`src/rtl/fl.sv`:
```
// fl: free list for the 2-wide rename stage.
//   Circular buffer of free physical register tags. Supplies the next two free
//   tags at head, reclaims T_old tags from retirement at tail, and restores all
//   speculatively allocated tags on a retirement-time mispredict by snapping
//   head back to the retirement head.
// Ports:
//   clock, reset          - clock, synchronous active-high reset
//   rob_dispatch_num      - tags consumed this cycle (clamped to fl_avail_num)
//   rob_retire_num        - retiring instructions this cycle (0..2)
//   rob_retire_pr0/1      - T_old tags freed by older/younger retiring instr
//   rob_recover           - squash all in-flight allocations
//   fl_pr0/fl_pr1         - tags at head and head+1
//   fl_avail_num          - min(fl_count, 2)
//   fl_count              - number of free tags
module fl #(
  parameter int PR_NUM  = 64,
  parameter int AR_NUM  = 32,
  parameter int FL_SIZE = PR_NUM - AR_NUM
) (
  input  logic                       clock,
  input  logic                       reset,
  input  logic [1:0]                 rob_dispatch_num,
  input  logic [1:0]                 rob_retire_num,
  input  logic [6:0]                 rob_retire_pr0,
  input  logic [6:0]                 rob_retire_pr1,
  input  logic                       rob_recover,
  output logic [6:0]                 fl_pr0,
  output logic [6:0]                 fl_pr1,
  output logic [1:0]                 fl_avail_num,
  output logic [$clog2(FL_SIZE):0]   fl_count
);

  localparam int IW = $clog2(FL_SIZE);
  localparam int PW = IW + 1;
  localparam int TW = 7;

  logic [TW-1:0] entries_q [FL_SIZE];
  logic [TW-1:0] entries_d [FL_SIZE];
  logic [PW-1:0] head_q, head_d;
  logic [PW-1:0] tail_q, tail_d;
  logic [PW-1:0] rhead_q, rhead_d;

  logic [IW-1:0] head_idx, head1_idx;
  logic [IW-1:0] tail_idx, tail1_idx;
  logic [1:0]    disp_eff;

  always_comb begin
    head_idx     = head_q[IW-1:0];
    head1_idx    = head_q[IW-1:0] + IW'(1);
    fl_pr0       = entries_q[head_idx];
    fl_pr1       = entries_q[head1_idx];
    fl_count     = tail_q - head_q;
    fl_avail_num = (fl_count >= PW'(2)) ? 2'd2 : fl_count[1:0];
  end

  always_comb begin
    entries_d = entries_q;
    tail_idx  = tail_q[IW-1:0];
    tail1_idx = tail_q[IW-1:0] + IW'(1);

    if (rob_retire_num != 2'd0) entries_d[tail_idx]  = rob_retire_pr0;
    if (rob_retire_num == 2'd2) entries_d[tail1_idx] = rob_retire_pr1;

    tail_d  = tail_q  + PW'(rob_retire_num);
    rhead_d = rhead_q + PW'(rob_retire_num);

    // Over-requests are clamped so head can never pass tail.
    disp_eff = (rob_dispatch_num > fl_avail_num) ? fl_avail_num : rob_dispatch_num;

    // Recovery restores head to the post-retire rhead; squashed tags between
    // rhead and the old head are still intact in the buffer.
    if (rob_recover) head_d = rhead_d;
    else             head_d = head_q + PW'(disp_eff);
  end

  always_ff @(posedge clock) begin
    if (reset) begin
      for (int unsigned i = 0; i < FL_SIZE; i++) begin
        entries_q[i] <= TW'(AR_NUM + i);
      end
      head_q  <= '0;
      rhead_q <= '0;
      tail_q  <= PW'(FL_SIZE);
    end else begin
      entries_q <= entries_d;
      head_q    <= head_d;
      rhead_q   <= rhead_d;
      tail_q    <= tail_d;
    end
  end

endmodule
```
`config.mk`:
```
export PLATFORM = sky130hd
export DESIGN_NAME = fl
export DESIGN_NICKNAME = d
export VERILOG_FILES = /design/src/rtl/fl.sv
export SDC_FILE = /design/constraint.sdc
export NUM_CORES = 1
export LEC_CHECK = 0
export BUFFER_PORTS_ARGS = -buffer_cell sky130_fd_sc_hd__buf_2
export CAP_MARGIN = 20
export CORE_MARGIN = 5
export CORE_UTILIZATION = 60
export DETAILED_ROUTE_END_ITERATION = 12
export GPL_TIMING_DRIVEN = 0
export PLACE_DENSITY = 0.86
export SLEW_MARGIN = 15
export SYNTH_ARGS = -nofsm -noshare
export SYNTH_HDL_FRONTEND = slang
export SYNTH_SLANG_ARGS = --single-unit
```
`constraint.sdc`:
```
create_clock -name clock -period 5.3 [get_ports clock]
set_clock_uncertainty 0.2 [all_clocks]
set_input_delay 0 -clock clock [delete_from_list [all_inputs] [get_ports clock]]
set_output_delay 0 -clock clock [all_outputs]
set_load 0.05 [all_outputs]
```
* After elaboration in Yosys (flattened, before gate mapping)
Index checks and enable logic that the tools add are counted.
Word-level totals: register bits 242
Cells by class: add/subtract/negate cells 6, $lt $le $gt $ge 8, equal/unequal tests 1, mux-type cells 17, bitwise gates (word level) 4, reductions and logical operators 3
Operator list (number):
- $bwmux 224 | 2
- $mux 224 | 2
- $bmux 7 s5 | 2
- $demux 7 s5 | 2
- $mux 7 | 6
- $ge 6x6->1 const B | 4
- $not 5->6 | 4
- $add 6x2->6 | 3
- $lt 6x1->1 const B | 2
- $add 5x1->5 const B | 2
- $ge 6x2->1 const B | 1
- $mux 6 | 1
- $sub 6x6->6 | 1
- $mux 2 | 2
- $eq 2x2->1 const B | 1
- $gt 2x2->1 | 1
- $logic_and 1x1->1 | 2
- $reduce_bool 2->1 | 1

* Longest topological paths before layout
depth after elaboration 9, depth in mapped cells 19, gate-level depth less buffers 18

* Worst setup path after synthesis
OpenSTA, ideal clock, no wires.
path type register to register, start register head_q[1], end register head_q[4], setup time 0.117 ns, arrival 5.432 ns, required time 4.983 ns, setup slack -0.448 ns, cell stages (with the launch flop) 18, clock period less this slack 5.748 ns, path through dfxtp_1 > buf_1 > buf_1 > inv_1 > ha_1 > or2_2 > o22ai_1 > mux2i_1 > nand4_1 > nor2_1 > ha_1 > a211oi_1 > o32ai_1 > ha_1 > fa_1 > nand3_1 > xnor2_1 > o22a_1
Between the ends: longest elaborated chain between the ends 7
Ends and longest elaborated chain:
- start: declaration | line 39 | logic [PW-1:0] head_q, head_d;
- start signal: assignment | line 81 | head_q <= '0;
- start signal: assignment | line 86 | head_q <= head_d;
- $sub 6x6->6 * | line 52 | fl_count = tail_q - head_q;
- $ge 6x2->1 | line 53 | fl_avail_num = (fl_count >= PW'(2)) ? 2'd2 : fl_count[1:0];
- $mux 2 * | line 53
- net fl_avail_num[1] | line 29 | output logic [1:0] fl_avail_num,
- $gt 2x2->1 | line 68 | disp_eff = (rob_dispatch_num > fl_avail_num) ? fl_avail_num : rob_dispatch_num;
- $mux 2 * | line 68
- $add 6x2->6 * | line 73 | else head_d = head_q + PW'(disp_eff);
- $mux 6 * | line 72 | if (rob_recover) head_d = rhead_d;
The timed path passes the listed nets; every way through them passes the cells marked *. A chain may end at the register's enable or synchronous reset.

* Worst setup path in the final report
start register head_q[1], end register head_q[4]
Between the ends: longest elaborated chain between the ends 7
Ends and longest elaborated chain (line):
- $sub 6x6->6 | 52
- $ge 6x2->1 | 53
- $mux 2 | 53
- $gt 2x2->1 | 68
- $mux 2 | 68
- $add 6x2->6 * | 73
- $mux 6 * | 72
Mark *: on every way between the ends. The rest lies on a longest branch, timed or not.

==> qor.yml <==
power_and_ir_drop:
  leakage_nw: 6.09
  switching_share_pct: 36.0
  seqPwrFrac_pct: 33.6
  internal_power_mw: 3.66
  power_switching_mw: 2.06
  power_mw: 5.72
  powerDensity_nw_per_um2: 329
  peakVddDrop_mv: 0.334
  pwr-share-comb_pct: 32.0
  p_clk_share_pct: 34.4
route:
  firstDrtPassIters: 6
  drt_iter0_drc: 2955
  via_per_inst: 7.25
  detail_route.wl_per_cell_um: 30.3
  drcViolationCount: 0
  vias: 14800
  final_antenna_net_count: 0
  wirelength_um: 61700
sta:
  finalSetupTns_ns: 0
  fmax_ghz: 0.196
  period_share_pct: 96.4
  setup_viol: 0
  timing_hold_violations_final: 0
  worst-slew-pin-transition_ns: 1.29
  finalMaxSlewViolations: 0
  slew_headroom_pct: 13.8
  post-route-min-period_ns: 5.11
  rsz0062_at_grt: "no"
critical_path:
  timing.rr.end: "head_q[4]$_SDFF_PP0_"
  crit_path_end_kind: "flip-flop"
  crit_fanout: 10
  startpoint_type: "flip-flop"
  rr_startpoint: "head_q[1]$_SDFF_PP0_"
  arrival_ns: 5.37
  rr_worst_depth: 17
  worstSetupPathType: "flip-flop to flip-flop"
  rrSetupSlack_ns: 0.19
  required_ns: 5.56
floorplanning:
  io_pins: 43
  rows: 58
  dieArea_um2: 29200
  die_y_um: 171
  initial_core_util_pct: 61.2
  chipWidth_um: 171
  core_um2: 25300
logic_synthesis:
  synth_ff_type: "dfxtp_1"
  synth_seq_cells: 242
  netlist_area_um2: 15500
  syn_nets: 1623
  syn_inst: 1584
  yosysSeqAreaShare_pct: 31.3
  syn_avg_cell_area_um2: 9.79
  synth-edff-count: 0
  yosysUniqueCellTypes: 48
  async_reset_ff_share_pct: 0
  yosysWarnings: 0
cells_and_area:
  fin_cells: 2039
  drive_above_1_share_pct: 23.0
  utilization_pct: 68.6
  area_growth_pct: 12.1
  design_area_um2: 17400
  fin_nets: 1725
  fill_cells: 1889
clocking:
  ctsLongestPathBuffers: 3
  post_cts_buffers: 0
  clock_latency_ns: 0.57
  cts_tree: "done"
  clock_sinks: 242
  clockRootBuffer: "clkbuf_16"
  path_clk_slew_ns: 0.07
  h-tree-depth: 1
  cts_buffers: 28
grt:
  grt_antenna_before_repair: 3
  grt.overflow.total: 0
  grt_pass1_wl_um: 89400
  grt_usage_pct: 41.6
  grt_max_degree: 15
  grt_pass1_vias: 13900
placement:
  gp_congestion: 1.10
  dp_cells: 1956
  port-buffer-count: 40
  dpl.hpwl_um: 43500
  placed_area_um2: 16100
min_path:
  min_path_type: "input port to flip-flop"
  worstHoldStart: "rob_retire_pr1[1]"
  hold_end: "entries_q[141]$_SDFF_PP1_"
  hold-path-cell-count: 4
job:
  maxCapViolCount: 0
run_status:
  status: "completed"
metrics by stage:
stage	worst slack, ns	hold slack (ns)
floorplan	0.0945	-0.0494
CTS	0.117	0.0923
detailed placement	0.151	0.123
global placement	0.343	0.108
global route	0.00973	0.155
finish	0.192	0.0999
layout by cell type, fill, tap and decap left out, types with 9 or more instances in the layout:
cell type / n
inv_1: 18
o21ai_0: 36
a311oi_1: 17
mux2i_1: 212
nand2b_1: 29
mux4_2: 140
nor2_1: 213
nor3_1: 10
clkbuf_16: 28
buf_2: 64
nand2_1: 100
dfxtp_1: 242
a211oi_1: 99
clkbuf_1: 108
ha_1: 14
nor2_2: 10
buf_4: 9
a21oi_1: 93
nor2_4: 14
dlygate4sd3_1: 29
nand3_1: 25
or2_2: 89
buf_1: 14
per-layer routing:
layer	share of wire (%)	routed length, µm	global-route usage [%]	vias to the layer above
met1	33	20400	52.5	6892
met5	0.15	92	0	-
met3	18	11400	18.5	385
li1	-	-	-	6006
met4	8.4	5210	26.3	8
met2	40	24600	58.3	1501
cell families after synthesis:
group / synth area share [%]
and+or+nand+nor: 16.4
buffers and inverters: 4.54
AOI/OAI and AO/OA: 10.7
xor gates and xnor gates: 0.904
muxes: 34.6
adders and majority gates: 1.65
DFF: 31.3
cell type report:
cell class                 count  area, µm²  share of cell area [%]
clock buffer                  42        803                    4.62
clock inverter                 8        104                   0.598
antenna                        3       7.51                  0.0432
tap                          330        413                    2.38
sequential                   242       4840                    27.9
multi-input combinational   1173       9960                    57.4
timing repair buffer          72        528                    3.04
buffer                       149        633                    3.64
inverter                      20       75.1                   0.432
sequential cells by signal, indices dropped and copies added, names as in the netlist:
| signal | cells |
|---|---|
| entries_q | 224 |
| head_q | 6 |
| rhead_q | 6 |
| tail_q | 6 |
how the worst max path moves through the flow:
stage / startpoint / endpoint / slack (ns) / cells after the start
final: head_q[1]$_SDFF_PP0_ / head_q[4]$_SDFF_PP0_ / 0.19 / 17
after global routing: head_q[1]$_SDFF_PP0_ / head_q[4]$_SDFF_PP0_ / 0.01 / 17
after CTS: head_q[1]$_SDFF_PP0_ / head_q[4]$_SDFF_PP0_ / 0.12 / 17
after detailed placement: head_q[1]$_SDFF_PP0_ / head_q[4]$_SDFF_PP0_ / 0.15 / 17
after global placement: head_q[1]$_SDFF_PP0_ / head_q[4]$_SDFF_PP0_ / 0.34 / 17
after floorplan: head_q[1]$_SDFF_PP0_ / head_q[4]$_SDFF_PP0_ / 0.09 / 17
Yosys cell counts (7+ instances only):
| cell type | number | share of area (%) |
|---|---|---|
| clkbuf_1 | 100 | 2.4 |
| nand2_1 | 100 | 2.4 |
| xor2_1 | 8 | 0.45 |
| a21oi_1 | 93 | 3.0 |
| nor3_1 | 10 | 0.32 |
| a211oi_1 | 99 | 4.8 |
| nand2b_1 | 29 | 1.2 |
| nor2_4 | 13 | 0.94 |
| buf_4 | 9 | 0.44 |
| o21ai_0 | 36 | 1.2 |
| inv_1 | 18 | 0.44 |
| buf_2 | 23 | 0.74 |
| mux4_2 | 140 | 20 |
| or2_2 | 89 | 3.6 |
| nand4_1 | 7 | 0.28 |
| ha_1 | 14 | 1.1 |
| nand3_1 | 25 | 0.81 |
| xnor2_1 | 8 | 0.45 |
| mux2i_1 | 212 | 14 |
| nor2_2 | 9 | 0.36 |
| mux2_2 | 8 | 0.58 |
| nor2_1 | 215 | 5.2 |
| a311oi_1 | 17 | 0.96 |
| dfxtp_1 | 242 | 31 |
| buf_1 | 16 | 0.39 |
worst max-delay path, cell delays in order, from the launching register on:
cell and delay [ns]:
dfxtp_1 0.67, clkbuf_2 0.35, buf_2 0.44, inv_1 0.09
ha_1 0.20, or2_2 0.30, o22ai_1 0.26, mux2i_1 0.29
nand4_1 0.28, nor2_4 0.20, ha_1 0.26, a211oi_1 0.28
o32ai_1 0.14, ha_1 0.25, fa_1 0.44, nand3_1 0.12
xnor2_1 0.06, o22a_1 0.19
power by group through the flow:
| stage | sequential, mW | combinational (mW) | clock [mW] |
|---|---|---|---|
| 6_report | 1.92 | 1.83 | 1.97 |
| 4_1_cts | 1.92 | 1.75 | 1.95 |
| 3_3_place_gp | 1.95 | 1.70 | 0 |
| 5_1_grt | 1.92 | 1.86 | 2.02 |
| 2_1_floorplan | 1.94 | 1.23 | 0 |
| 3_5_place_dp | 1.96 | 1.73 | 0 |
repair_timing:
action	CTS	global route
gates resized for setup	0	1
endpoints found under the setup margin	0	4
hold buffers	29	0
hold endpoints to repair	68	0
Power figures use the tool's default switching activity.
